--- config.mk ---
export PLATFORM = sky130hd
export DESIGN_NAME = ascon_tag_verify
export DESIGN_NICKNAME = d
export VERILOG_FILES = /design/src/rtl/ascon_tag_verify.sv
export SDC_FILE = /design/constraint.sdc
export NUM_CORES = 1
export LEC_CHECK = 0
export ABC_AREA = 1
export BUFFER_PORTS_ARGS = -buffer_cell sky130_fd_sc_hd__buf_2
export CAP_MARGIN = 0
export CORE_MARGIN = 1
export CORE_UTILIZATION = 50
export DETAILED_ROUTE_END_ITERATION = 6
export GPL_TIMING_DRIVEN = 0
export PLACE_DENSITY = 0.74
export SLEW_MARGIN = 40
export SYNTH_ARGS = -nofsm -noshare
export SYNTH_HDL_FRONTEND = slang
export SYNTH_SLANG_ARGS = --single-unit
export TNS_END_PERCENT = 50
--- constraint.sdc ---
create_clock -name clk -period 7.1 [get_ports clk]
set_clock_uncertainty 0.2 [all_clocks]
set_input_delay 0.355 -clock clk [delete_from_list [all_inputs] [get_ports clk]]
set_output_delay 0.355 -clock clk [all_outputs]
set_load 0.02 [all_outputs]
--- src/rtl/ascon_tag_verify.sv ---
// Ascon decryption release gate: constant-time chunked tag compare with dual
// complementary accumulators; plaintext is released only on a consistent match.
module ascon_tag_verify #(
  parameter int y = 40,
  parameter int W = 32
) (
  input  logic           clk,
  input  logic           rst,
  input  logic [y-1:0]   dec_plain_text,
  input  logic [127:0]   dec_tag,
  input  logic [127:0]   expected_tag,
  input  logic           decryption_ready,
  output logic [y-1:0]   plain_text_out,
  output logic           valid,
  output logic           auth_fail,
  output logic           busy,
  output logic           fault_alarm
);
  localparam int N    = 128 / W;
  localparam int IDXW = (N > 1) ? $clog2(N) : 1;

  localparam logic [3:0] S_IDLE   = 4'b0001;
  localparam logic [3:0] S_CMP    = 4'b0010;
  localparam logic [3:0] S_DECIDE = 4'b0100;
  localparam logic [3:0] S_DONE   = 4'b1000;

  logic [3:0]            state, state_nx;
  logic                  ready_q, start, illegal;
  logic [IDXW-1:0]       idx;
  logic [y-1:0]          pt_r;
  logic [N-1:0][W-1:0]   tag_a_r, tag_b_r, d_chunk;
  logic [W-1:0]          d, acc_a, acc_b;
  logic                  ma, mb, last;

  assign start = decryption_ready & ~ready_q;

  for (genvar g = 0; g < N; g++) begin : g_chunk
    assign d_chunk[g] = tag_a_r[g] ^ tag_b_r[g];
  end

  // Explicit mux keeps the chunk select well-formed for any N, including N=1.
  always_comb begin
    d = '0;
    for (int i = 0; i < N; i++)
      if (idx == IDXW'(i)) d = d_chunk[i];
  end

  always_ff @(posedge clk) begin
    if (rst) state <= S_IDLE;
    else     state <= state_nx;
  end

  always_comb begin
    state_nx = state;
    case (state)
      S_IDLE:   if (start) state_nx = S_CMP;
      S_CMP:    if (!decryption_ready) state_nx = S_IDLE;
                else if (last)         state_nx = S_DECIDE;
      S_DECIDE: state_nx = S_DONE;
      S_DONE:   if (!decryption_ready) state_nx = S_IDLE;
      default:  state_nx = S_IDLE;
    endcase
  end

  always_comb begin
    illegal = !$onehot(state);
    busy    = (state == S_CMP) || (state == S_DECIDE);
    last    = (idx == IDXW'(N - 1));
    ma      = (acc_a == '0);
    mb      = (acc_b == '1);
  end

  always_ff @(posedge clk) begin
    if (rst) begin
      ready_q        <= 1'b0;
      idx            <= '0;
      pt_r           <= '0;
      tag_a_r        <= '0;
      tag_b_r        <= '0;
      acc_a          <= '0;
      acc_b          <= '0;
      plain_text_out <= '0;
      valid          <= 1'b0;
      auth_fail      <= 1'b0;
      fault_alarm    <= 1'b0;
    end else begin
      ready_q <= decryption_ready;
      if (illegal || ((state == S_CMP) && !decryption_ready) ||
          ((state == S_DONE) && !decryption_ready)) begin
        // Corrupted state, abort or release: drop everything back to zero.
        if (illegal) fault_alarm <= 1'b1;
        idx            <= '0;
        pt_r           <= '0;
        tag_a_r        <= '0;
        tag_b_r        <= '0;
        acc_a          <= '0;
        acc_b          <= '0;
        plain_text_out <= '0;
        valid          <= 1'b0;
        auth_fail      <= 1'b0;
      end else begin
        case (state)
          S_IDLE: if (start) begin
            pt_r    <= dec_plain_text;
            tag_a_r <= dec_tag;
            tag_b_r <= expected_tag;
            idx     <= '0;
            acc_a   <= '0;
            acc_b   <= '1;
          end
          S_CMP: begin
            acc_a <= acc_a | d;
            acc_b <= acc_b & ~d;
            idx   <= idx + IDXW'(1);
          end
          S_DECIDE: begin
            // Disagreeing accumulators mean one path was tampered with.
            if (ma != mb) begin
              fault_alarm <= 1'b1;
              auth_fail   <= 1'b1;
            end else if (ma && !fault_alarm) begin
              valid          <= 1'b1;
              plain_text_out <= pt_r;
            end else begin
              auth_fail <= 1'b1;
            end
          end
          default: ;
        endcase
      end
    end
  end
endmodule
After elaboration in Yosys (flattened, before gate mapping):

Cells that the tools add are included.

* bits in registers: 410
* latch bits: 0
* RAM bits: 0
* bits in read-only memories: 0
* bits of input ports: 299
* output and inout port bits: 44
* logic and storage cells: 89
* memories: 0

* add/subtract/negate cells: 4
* multiply operators: 0
* div/mod/pow operators: 0
* magnitude comparators: 0
* equal/unequal tests: 15
* shifts and indexed selects: 0
* muxes and demuxes: 21
* bitwise operators: 10
* reduce and logical (&&, ||, !) cells: 21

Operators with widths (count)
* $mux W32: 6
* $pmux W32 S2: 2
* $xor A32 B32 Y32: 4
* $and A32 B32 Y32: 1
* $eq A32 B32 Y1 const B: 1
* $logic_not A32 Y1: 1
* $not A32 Y32: 1
* $or A32 B32 Y32: 1
* $mux W4: 4
* $pmux W4 S4: 1
* $reduce_and A3 Y1: 3
* $ne A2 B2 Y1 const B: 4
* $mux W1: 6
* $reduce_and A2 Y1: 3
* $reduce_bool A2 Y1: 3
* $add A1 B1 Y2: 2
* $eq A2 B2 Y1 const B: 2
* $eq A4 B1 Y1 const B: 1
* $eq A4 B2 Y1 const B: 1
* $eq A4 B3 Y1 const B: 1
* $eq A4 B4 Y1 const B: 1
* $pmux W2 S2: 1
* $add A2 B2 Y3: 1
* $eq A3 B1 Y1 const B: 1
* other kinds (12): 19

Longest topological paths before layout:

* word-level depth: 8
* mapped depth: 12
* mapped depth without buffers: 11

Worst setup path after synthesis:

OpenSTA, ideal clock, no wires.

* path kind: reg2reg
* start point: register state[0]
* end point: register pt_r[0]
* setup time: 0.070 ns
* arrival: 2.424 ns
* data required time: 6.830 ns
* setup slack: 4.407 ns
* cell stages (with the launch flop): 13
* buffers on the path: 2
* clock period less this slack: 2.693 ns
* path through: dfxtp_1 > inv_1 > fa_1 > inv_1 > ha_1 > ha_1 > nor3_1 > o211ai_2 > nor2_4 > inv_2 > buf_2 > buf_2 > a21oi_1

* longest elaborated chain between the ends: 7
* elaborated cells on any way between the ends: 13
* those cells by class: add/sub (2); eq/ne (4); reduce/logical (7)

Ends and longest elaborated chain
* start, declared: line 27 `logic [3:0] state, state_nx;`
* start signal, assigned: line 50 `else state <= state_nx;`
* $add A1 B1 Y2 (not written as such): line 66 `illegal = !$onehot(state);`
* $add A2 B2 Y3 (not written as such): line 66
* $eq A3 B1 Y1: line 66
* $logic_not A1 Y1: line 66
* $logic_or A1 B1 Y1 (2 in a row): line 88 `if (illegal || ((state == S_CMP) && !decryption_ready) ||`
* $reduce_or A2 Y1 (no line)
* end signal, assigned: line 104 `pt_r <= dec_plain_text;`
* end, declared: line 30 `logic [y-1:0] pt_r;`

Several ways; a longest one is shown, not always the timed one.
A chain may end at the register's enable or synchronous reset.

Worst setup path in the final report:

* start point: register state[0]
* end point: register tag_a_r[42] in the netlist's numbering

* longest elaborated chain between the ends: 7
* elaborated cells on any way between the ends: 13
* those cells by class: add/sub (2); eq/ne (4); reduce/logical (7)

Ends and longest elaborated chain
* $add A1 B1 Y2 (not written as such): line 66
* $add A2 B2 Y3 (not written as such): line 66
* $eq A3 B1 Y1: line 66
* $logic_not A1 Y1: line 66
* $logic_or A1 B1 Y1 (2 in a row): line 88
* $reduce_or A2 Y1 (no line)
* end signal, assigned: line 105 `tag_a_r <= dec_tag;`
* end, declared: line 31 `logic [N-1:0][W-1:0] tag_a_r, tag_b_r, d_chunk;`

Several ways; a longest one is shown, not always the timed one.

==> summary.txt <==
Routing
  • DRT iter0 DRCs: 1872
  • DR vias/cell: 5.30
  • Pre-antenna DRT Iters: 5
  • DR DRC count: 0
  • Vias: 18652
  • WL final: 64000 um
  • Post-route ant nets: 0
  • WL/cell: 18.2 um

Clocking
  • H-Tree Level Count: 2
  • Clock Latency Late Sink: 530 ps
  • Clock Path Buffers: 3
  • CTS Buf Count: 42
  • Clock sinks: 410
  • Worst-path clk slew: 60 ps
  • Root Buffer: clkbuf_16
  • CTS resizes: 0
  • CTS tree: done

Outcome
  • Status: complete, no violations

Final layout
  • Commonest non-fill, non-tap cell in the layout: nand2_1
  • Layout cells sized above 1: 15.9%
  • Layout net count: 3356
  • Most frequent cells in the layout: nand2_1, buf_2, dfxtp_1
  • Area delta synth->final: 39.1%
  • Non-filler cells, final: 3518
  • Design Area, Final: 23500 um2

Timing
  • Hold WS: 248 ps
  • Measured slew at the worst slew-check pin: 784 ps
  • RSZ-0062 raised after global routing: false
  • Max Clk Rate: 0.303 GHz
  • Final Setup Violations: 0
  • Max-slew headroom: 47.2%
  • Final worst-path cycle share: 46.5%
  • Final worst path period need: 3300 ps
  • Slew Viols, Final: 0
  • TNS Setup: 0 ps
  • Final Hold Vio Count: 0

Min path
  • Hold Path Class: register to register

Pwr
  • Sw frac: 38.6%
  • Power density cells: 322 nW/um2
  • Static Leakage: 9.83 nW
  • Combinational share of power: 34.3%
  • Clk network pwr share: 28.7%
  • Maximum vdd drop: 0.233 mV
  • Sequential fraction of design power: 36.9%
  • Final Total Pwr: 7.56 mW
  • Cell internal pwr: 4.64 mW
  • NetSw: 2.92 mW

Synthesis
  • Seq/Total Area, Yosys: 48.6%
  • Synth Register Bits: 410
  • Post-Syn Area: 16900 um2
  • Ys Warns: 0
  • Syn_area_per_cell: 7.14 um2
  • Unique masters post-synth: 27
  • Synthesized net count: 2672
  • Syn Inst Count: 2363

Placement
  • HPWL Detailed: 38400 um
  • Placer congestion estimate: 0.906
  • Placed cell area: 19100 um2
  • Placed Cells: 3147
  • PortBufs: 342

Worst setup path
  • Worst Setup End Kind: register
  • Setup slack, reg-to-reg: 3800 ps
  • Worst-path maximum fanout: 10
  • CP required: 7340 ps
  • Worst setup SP type: register
  • Arrival @ worst endpoint: 3540 ps
  • Setup CP Type: register to register

Die
  • Site row count: 66
  • DIE WIDTH: 186 um
  • Die area: 34500 um2
  • Core ar.: 32900 um2
  • Initial Utilization: 51.3%
  • Io pins: 343
  • Die height: 186 um

Global route
  • All-Layer GR Usage: 36.7%
  • Via count of the first global-routing pass: 18157
  • Total gr overflow: 0
  • First-pass GRT wire length: 95800 um
  • Initial antenna violation count: 7
  • Largest net degree at the start of global routing: 14

Flow run
  • MaxCap Viol Count: 0
what timing repair did:
action | CTS | global route
setup buffers | 0 | 0
endpoints found under the setup margin | 0 | 0
endpoints found under the hold margin | 301 | 0
hold buffers | 298 | 0
cell families after synthesis:
family / share of synthesized area (%)
flops: 48.6
simple gates: 24.8
buf+inv: 6.73
compound gates: 14.1
xor+xnor: 4.93
fa+ha+maj: 0.786
final cells by class:
class | count | area, um2
antenna | 5 | 12.5
clock inverter | 4 | 48.8
timing repair buffer | 640 | 4690
buffer | 141 | 633
clock buffer | 64 | 1290
sequential | 410 | 8210
multi-input combinational | 1678 | 7530
tap | 442 | 553
inverter | 134 | 503
fill | 2551 | 9400
cells in the mapped netlist (all sizes together):
cell | number | area share, %
ha | 9 | 0.67
buf | 80 | 2.4
inv | 133 | 3.0
a21oi | 401 | 12
dfxtp | 410 | 49
o21ai | 70 | 2.1
nor3 | 3 | 0.12
nand3 | 5 | 0.18
nand4 | 7 | 0.26
o211ai | 1 | 0.074
clkinv | 1 | 0.022
xnor2 | 64 | 3.3
xor2 | 31 | 1.6
a211oi | 2 | 0.089
nand2 | 930 | 21
nor4 | 2 | 0.074
fa | 1 | 0.12
clkbuf | 61 | 1.4
nor2 | 152 | 3.4
sequential cells by signal, indices dropped and copies added (netlist names), 2 cells and up:
name            count
tag_a_r           128
acc_a              32
tag_b_r           128
state               4
idx                 2
pt_r               40
plain_text_out     40
acc_b              32
metrics by stage:
step                      utilization, %  setup slack, ps
after floorplan                        -             4410
after global placement              58.2             4000
after detailed placement            58.2             3920
after CTS                           71.4             3870
after global routing                71.4             3660
final                               71.4             3800
layer usage:
layer  track usage [%]  wire (um)  vias up  share of wire [%]
li1                  -          -     8781                  -
met1              45.0      25000     8576                 39
met2              59.1      29100     1029                 46
met3              8.08       6160      266                9.6
met4              21.2       3700        0                5.8
met5                 0          0        -                  0
critical path, stage by stage, from the launching register on:
cell and delay (ps):
dfxtp_1 350, inv_1 110, fa_1 550, inv_1 50, ha_1 180, ha_1 310, nor3_1 230, o211ai_2 160
nor2_4 240, inv_2 130, buf_2 250, buf_2 250, a21oi_1 210
power groups by stage:
stage | combinational [mW] | clock (mW) | sequential, mW
floorplan | 1.54 | 0 | 2.79
finish | 2.59 | 2.17 | 2.79
CTS | 2.48 | 2.17 | 2.78
global placement | 2.28 | 0 | 2.81
detailed placement | 2.33 | 0 | 2.82
global route | 2.80 | 2.28 | 2.82
path summary, 6_finish.rpt:
kind	from	to	depth (start not counted)
hold / removal	acc_a[17]$_SDFFE_PP0P_	acc_a[17]$_SDFFE_PP0P_	2
hold reg to reg	acc_a[17]$_SDFFE_PP0P_	acc_a[17]$_SDFFE_PP0P_	2
setup reg to reg	state[0]$_SDFFE_PP1P_	tag_a_r[42]$_SDFFE_PP0P_	12
setup / recovery	state[0]$_SDFFE_PP1P_	tag_a_r[42]$_SDFFE_PP0P_	12
(Power assumes the default switching activity.)
